<file path="src/rtl/adder_pkg.sv">
// Shared helpers for the accumulating adder tree: tree depth and per-level
// element counts, and the signed saturate/overflow step applied to each result.
package adder_pkg;

   // Widest accumulator value the result stage handles.
   localparam int unsigned MAX_W = 64;

   typedef struct packed {
      logic signed [MAX_W-1:0] sum;
      logic                    ovf;
   } result_t;

   // Number of registered tree levels: clog2(n), but never fewer than one.
   function automatic int tree_levels(input int n);
      int s;
      s = 0;
      for (int i = 0; i < 31; i++) begin
         if ((1 << i) < n) s = i + 1;
      end
      if (s < 1) s = 1;
      return s;
   endfunction

   // Element count presented to level k (level 0 sees the raw beat).
   function automatic int level_count(input int n, input int k);
      int c;
      c = n;
      for (int i = 0; i < k; i++) c = (c + 1) / 2;
      return c;
   endfunction

   // Range-checks val against a signed out_w-bit window. The caller keeps the
   // low out_w bits of sum: either the clamped value or the plain truncation.
   function automatic result_t sat_result(input logic signed [MAX_W-1:0] val,
                                          input int                      out_w,
                                          input logic                    sat_en);
      result_t                 r;
      logic signed [MAX_W-1:0] max_v;
      logic signed [MAX_W-1:0] min_v;
      max_v = (MAX_W'(1) << (out_w - 1)) - MAX_W'(1);
      min_v = ~max_v;
      r.ovf = (val > max_v) || (val < min_v);
      r.sum = val;
      if (sat_en && (val > max_v)) r.sum = max_v;
      if (sat_en && (val < min_v)) r.sum = min_v;
      return r;
   endfunction

endpackage

</file>
<file path="src/rtl/adder_tree_level.sv">
// One registered level of the adder tree: adds neighbouring signed elements in
// pairs, widening by one bit; an unpaired last element is carried through.
module adder_tree_level #(
   parameter  int pIN_NUM    = 2,
   parameter  int pIN_WIDTH  = 8,
   localparam int pOUT_NUM   = (pIN_NUM + 1) / 2,
   localparam int pOUT_WIDTH = pIN_WIDTH + 1
) (
   input  logic                           clk,
   input  logic                           rst,
   input  logic                           advance,
   input  logic                           in_valid,
   input  logic                           in_last,
   input  logic [pIN_NUM*pIN_WIDTH-1:0]   data_in,
   output logic                           out_valid,
   output logic                           out_last,
   output logic [pOUT_NUM*pOUT_WIDTH-1:0] data_out
);

   logic [pOUT_NUM*pOUT_WIDTH-1:0] sum_c;

   for (genvar i = 0; i < pOUT_NUM; i++) begin : g_pair
      if (2*i + 1 < pIN_NUM) begin : g_add
         assign sum_c[i*pOUT_WIDTH +: pOUT_WIDTH] =
            pOUT_WIDTH'($signed(data_in[(2*i)*pIN_WIDTH +: pIN_WIDTH])) +
            pOUT_WIDTH'($signed(data_in[(2*i+1)*pIN_WIDTH +: pIN_WIDTH]));
      end else begin : g_pass
         assign sum_c[i*pOUT_WIDTH +: pOUT_WIDTH] =
            pOUT_WIDTH'($signed(data_in[(2*i)*pIN_WIDTH +: pIN_WIDTH]));
      end
   end

   // Level register with its valid/last sideband; frozen while the pipe stalls.
   always_ff @(posedge clk) begin
      if (!rst) begin
         out_valid <= 1'b0;
         out_last  <= 1'b0;
         data_out  <= '0;
      end else if (advance) begin
         out_valid <= in_valid;
         out_last  <= in_last;
         data_out  <= sum_c;
      end
   end

endmodule

</file>
<file path="src/rtl/acc_adder_tree.sv">
// Reduces each beat of pINPUT_NUM signed elements through a registered adder
// tree, accumulates tree sums across a group, and emits one saturated or
// truncated result per group with an overflow flag.
module acc_adder_tree #(
   parameter int pDATA_WIDTH = 16,
   parameter int pINPUT_NUM  = 32,
   parameter int pACC_WIDTH  = 40,
   parameter int pOUT_WIDTH  = 32,
   parameter int pSAT_EN     = 1
) (
   input  logic                              clk,
   input  logic                              rst,
   input  logic                              in_valid,
   output logic                              in_ready,
   input  logic                              in_last,
   input  logic [pDATA_WIDTH*pINPUT_NUM-1:0] data_in,
   output logic                              out_valid,
   input  logic                              out_ready,
   output logic [pOUT_WIDTH-1:0]             data_out,
   output logic                              out_ovf
);

   import adder_pkg::*;

   localparam int S      = tree_levels(pINPUT_NUM);
   localparam int TREE_W = pDATA_WIDTH + S;

   logic                         advance;
   logic [TREE_W-1:0]            tree_sum;
   logic                         tree_valid;
   logic                         tree_last;
   logic signed [pACC_WIDTH-1:0] acc;
   logic signed [pACC_WIDTH-1:0] acc_next;
   result_t                      res;

   // A pending result that is not being taken freezes the whole pipe.
   assign advance  = !out_valid || out_ready;
   assign in_ready = advance;

   for (genvar k = 0; k < S; k++) begin : g_lvl
      localparam int NI = level_count(pINPUT_NUM, k);
      localparam int NO = level_count(pINPUT_NUM, k + 1);
      localparam int WI = pDATA_WIDTH + k;

      logic [NI*WI-1:0]     lvl_in;
      logic                 lvl_in_valid;
      logic                 lvl_in_last;
      logic [NO*(WI+1)-1:0] lvl_out;
      logic                 lvl_out_valid;
      logic                 lvl_out_last;

      if (k == 0) begin : g_src
         assign lvl_in       = data_in;
         assign lvl_in_valid = in_valid;
         assign lvl_in_last  = in_last;
      end else begin : g_chain
         assign lvl_in       = g_lvl[k-1].lvl_out;
         assign lvl_in_valid = g_lvl[k-1].lvl_out_valid;
         assign lvl_in_last  = g_lvl[k-1].lvl_out_last;
      end

      adder_tree_level #(
         .pIN_NUM   (NI),
         .pIN_WIDTH (WI)
      ) u_level (
         .clk       (clk),
         .rst       (rst),
         .advance   (advance),
         .in_valid  (lvl_in_valid),
         .in_last   (lvl_in_last),
         .data_in   (lvl_in),
         .out_valid (lvl_out_valid),
         .out_last  (lvl_out_last),
         .data_out  (lvl_out)
      );

      if (k == S - 1) begin : g_root
         assign tree_sum   = lvl_out;
         assign tree_valid = lvl_out_valid;
         assign tree_last  = lvl_out_last;
      end
   end

   assign acc_next = acc + pACC_WIDTH'($signed(tree_sum));

   // Range check of the closing group sum against the output width.
   always_comb begin
      res = sat_result(MAX_W'(acc_next), pOUT_WIDTH, pSAT_EN != 0);
   end

   if (pOUT_WIDTH < MAX_W) begin : g_res_hi
      logic unused_res_hi;
      assign unused_res_hi = ^res.sum[MAX_W-1:pOUT_WIDTH];
   end

   // Accumulate non-last tree sums; a last sum publishes the result and restarts.
   always_ff @(posedge clk) begin
      if (!rst) begin
         acc       <= '0;
         out_valid <= 1'b0;
         data_out  <= '0;
         out_ovf   <= 1'b0;
      end else begin
         if (out_valid && out_ready) out_valid <= 1'b0;
         if (advance && tree_valid) begin
            if (tree_last) begin
               data_out  <= res.sum[pOUT_WIDTH-1:0];
               out_ovf   <= res.ovf;
               out_valid <= 1'b1;
               acc       <= '0;
            end else begin
               acc <= acc_next;
            end
         end
      end
   end

endmodule

</file>
<file path="config.mk">
export PLATFORM = sky130hd
export DESIGN_NAME = acc_adder_tree
export DESIGN_NICKNAME = d
export VERILOG_FILES = /design/src/rtl/adder_pkg.sv /design/src/rtl/adder_tree_level.sv /design/src/rtl/acc_adder_tree.sv
export SDC_FILE = /design/constraint.sdc
export NUM_CORES = 2
export LEC_CHECK = 0
export CAP_MARGIN = 20
export CORE_UTILIZATION = 38
export DETAILED_ROUTE_END_ITERATION = 8
export GPL_TIMING_DRIVEN = 0
export SLEW_MARGIN = 20
export SYNTH_ARGS = -nofsm -noshare
export SYNTH_HDL_FRONTEND = slang
export SYNTH_HIERARCHICAL = 1
export SYNTH_SLANG_ARGS = --single-unit
</file>
<file path="constraint.sdc">
create_clock -name clk -period 3.31 [get_ports clk]
set_clock_uncertainty 0.15 [all_clocks]
set_input_delay 0.662 -clock clk [delete_from_list [all_inputs] [get_ports clk]]
set_output_delay 0.662 -clock clk [all_outputs]
set_load 0.1 [all_outputs]
</file>
======== Word-level counts from Yosys, hierarchy flattened ========
Cells that the tools add are included.
operators by class
  add/sub/neg operators ................... 32
  multiply operators ...................... 0
  div/mod/pow operators ................... 0
  $lt $le $gt $ge ......................... 2
  equality and inequality tests ........... 0
  shift operators ......................... 0
  muxes and demuxes ....................... 6
  bitwise operators ....................... 0
  reductions and logical operators ........ 6
operator list
  kind                  count
  $add 16x16->17        16
  $add 17x17->18        8
  $add 18x18->19        4
  $mux 32               2
  $add 19x19->20        2
  $add 40x21->40        1
  $gt 40x32->1 const B  1
  $lt 40x32->1 const B  1
  $mux 40               1
  $add 20x20->21        1
  $mux 1                3
  $logic_and 1x1->1     2
  $logic_or 1x1->1      2
  $reduce_and 2->1      1
  $logic_not 1->1       1
storage, ports and cells
  register bits ........................... 637
  bits in latches ......................... 0
  RAM bits ................................ 0
  memory bits (read-only) ................. 0
  output and inout bits ................... 35
  word-level logic and storage cells ...... 65
  memories kept ........................... 0

======== Longest topological paths before layout ========
  depth in word-level cells ............... 4
  depth in mapped cells ................... 13
  depth with buffers taken out ............ 12

======== Cells and area by module ========
Netlist, hierarchy kept.
modules (own cells, without submodules)
  module                               times used  cells an instance  area an instance (µm²)  sequential area each (µm²)
  adder_tree_level (g_lvl[0].u_level)  1           2510               20704.9                 5485.3
  adder_tree_level (g_lvl[1].u_level)  1           1361               11085.6                 2922.8
  adder_tree_level (g_lvl[2].u_level)  1           729                5968.2                  1561.5
  acc_adder_tree                       1           654                5546.6                  1481.4
  adder_tree_level (g_lvl[3].u_level)  1           401                3316.9                  840.8
  adder_tree_level (g_lvl[4].u_level)  1           239                2024.4                  460.4

======== Worst setup path after synthesis ========
OpenSTA, ideal clock, no wires.
  path kind ............................... register to register
  start point ............................. register, netlist name out_valid
  end point ............................... register, netlist name data_out[14]
  library setup time ...................... 0.119 ns
  arrival time ............................ 3.376 ns
  required time ........................... 3.041 ns
  setup slack ............................. -0.335 ns
  stages on the path, launching flop included .. 10
  buffers on the path ..................... 1
  period minus slack after synthesis ...... 3.645 ns
  cells stage by stage .................... dfxtp_1 -> nand2b_1 -> and2_2 -> nand2_1 -> nor4_1 -> nand4_1 -> nor4_2 -> o2bb2ai_2 -> buf_6 -> o221a_1

==> reports/metrics.cfg <==
[setup_path]
endpoint_kind=flip-flop
cp-start-kind=flip-flop
cp_data_arrival_time_ps=4060
slowest_delay_ps=580
cp.required_ps=3680
critical_path.max_fanout=10
setup.worst_path.class=flip-flop to flip-flop
path_common_cell=a21o_1
cpMaxStageDelayCell=or4b_4
regToRegSetupSlack_ps=-380
worstPathCellList=buf_12 -> ha_1 -> a21o_1 -> a31oi_4 -> o211ai_1 -> or4b_4 -> a21o_1 -> a211oi_2 -> nand4_1 -> o21ba_4 -> buf_6 -> o221a_1

[clocking]
clk_pin_slew_ps=60
cts_tree=done
clockBufferDepth=3
cts_made_buffers=75
htreeDepth=3
clock_sink_count=637
clock_latency_ps=660
root_buffer=clkbuf_16

[timing]
setup_ws_ps=-380
finalSetupViolations=32
rsz0062_at_grt=true
relSlewSlack=0.169
fin_hold_ws_ps=310
tightest_slew_ps=1250
maxSlewViolCount=0
hold_violations=0
min_period_ps=3690
post-route-period-util=1.11
max_freq_ghz=0.271

[logic_synthesis]
synthDistinctLibCells=126
avgSynthCellArea_um2=8.25
synth_area_leaders=dfxtp_1, ha_1, a21oi_1
synth-edff-count=0
ys_async_sr_fraction=0
yosysWarnings=6
synth.net_count=7004
yosys_most_used_dff=dfxtp_1
syn_area_mm2=0.0486
ys_seq_area_frac=0.262
yosys_register_bits=637
syn_inst=5894
post-synth-top-area-fraction=0.262
yosys.area.top_type=dfxtp_1

[global_route]
grtUsageTotal=0.269
antenna_found_initial=5
globalRouteOverflowTotal=0
grt_pass1_wl_mm=272
grt_pass1_vias=45600
grt_max_degree=18

[pwr]
ir_drop_v=0.000356
p_total_uw=30900
power_leakage_uw=0.0260
powerDensity_mw_per_mm2=517

[finish]
fin_nets=7673
drive_gt1_frac=0.0704
post-route-util=0.473
syn_to_final_growth_pct=22.7

[placed_design]
place_hpwl_mm=144
routabilityCongestion=0.937
port_buffers=551
preCtsSetupSlack_ps=-2190

[drt]
wirelength_mm=182
wire_per_inst_um=22.0
vias=47700
drt-initial-drc-count=3674
drc=0
drt-vias-per-instance=5.76
ant_nets=0
drtPass1Iterations=6

[flow_run]
cap_violations=0

[floorplanning]
fp.dieH_um=360
fp.dieArea_mm2=0.129
die_w_um=360
initial_core_util=0.385
coreArea_mm2=0.126
rows=130
ioPinCount=552

[run_status]
outcome=complete, but fails checks
violations=setup timing

[worst_hold_path]
min_path_type=flip-flop to flip-flop

cell usage in the layout (no fill, tap or decap), drive strengths merged, types with 180 or more instances in the layout:
master         Yosys  layout
dfxtp            637     637
ha               561     561
clkdlybuf4s50      0     549
nor2             540     540
a21oi            500     500
nand2            462     462
o21ai            424     424
clkbuf           172     276
xnor2            212     212
mux2i            210     210
nand3            180     180
per-stage QoR:
step	std cells	TNS (ps)	area, um2
floorplan	5894	-786	48800
global placement	8095	-720020	56300
detailed placement	8100	-420140	56500
CTS	8258	-11880	59400
global route	8271	-15720	59700
finish	8273	-11330	59700
cell usage after synthesis (all sizes together), types with 37 or more instances:
cell type	count
dfxtp	637
ha	561
nor2	540
a21oi	500
nand2	462
o21ai	424
xnor2	212
mux2i	210
nand3	180
clkbuf	172
inv	165
a21o	153
a211oi	122
nor2b	108
xor2	102
nor3	99
nand4	87
o211ai	77
o21a	76
and2	70
buf	64
and3	50
or3	50
a22oi	43
a31oi	43
or2	42
o21bai	39
o221a	37
layer usage:
metal | global-route usage | vias to the layer above | wire [um]
met2 | 0.463 | 1479 | 86600
met1 | 0.344 | 22600 | 78300
met4 | 0.101 | 2 | 7150
met3 | 0.0302 | 288 | 9690
met5 | 0 | - | 13
li1 | - | 23300 | -
area by class of cell:
| type | instances | area (um2) |
|---|---|---|
| fillers | 12500 | 66500 |
| multi-input cells | 4854 | 34600 |
| flip-flops and latches | 637 | 12800 |
| repair buffers | 594 | 5970 |
| clock buffers | 105 | 2160 |
| well taps | 1650 | 2060 |
| plain buffers | 235 | 1150 |
| inverters | 166 | 627 |
| clock inverters | 29 | 343 |
| diodes | 3 | 7.51 |
power breakdown:
part / switching [uW] / internal, uW / leakage (uW) / total [uW]
clock: 3570 / 4980 / 0.00123 / 8550
sequential: 1040 / 8980 / 0.00527 / 10000
combinational: 7000 / 5310 / 0.0195 / 12300
registers in the layout, indices dropped and copies added (netlist names):
name / count
acc: 40
data_out: 32
g_lvl.u_level/data_out: 553
g_lvl.u_level/out_last: 5
g_lvl.u_level/out_valid: 5
out_ovf: 1
out_valid: 1
worst max-delay path: cells and delay by family (launching register included):
family	cells	cell delay (ps)
buf+inv	2	330
simple gates	2	760
fa+ha+maj	1	250
flops	1	460
compound gates	7	1600
cell families after synthesis:
group                      synth area share
AOI/OAI and AO/OA                     0.257
buffers and inverters                0.0347
DFF                                   0.262
muxes                                0.0448
and+or+nand+nor                       0.187
xor gates and xnor gates             0.0569
adders and majority gates             0.157
final timing paths:
| kind | startpoint | to | cells after the start |
|---|---|---|---|
| setup / recovery | g_lvl[4].u_level/data_out[20] | data_out[30] | 12 |
| hold reg to reg | g_lvl[0].u_level/data_out[129] | g_lvl[0].u_level/data_out[129] | 2 |
| hold / removal | g_lvl[0].u_level/data_out[129] | g_lvl[0].u_level/data_out[129] | 2 |
| setup reg to reg | g_lvl[4].u_level/data_out[20] | data_out[30] | 12 |
timing repair:
item / in CTS / in global routing
gates resized for setup: 60 / 39
setup buffers: 25 / 10
pin swaps: 21 / 23
hold buffers: 0 / 0
endpoints found under the setup margin: 295 / 39
hold endpoints to repair: 0 / 0
cloned: 1 / 2
Power figures use the tool's default switching activity.
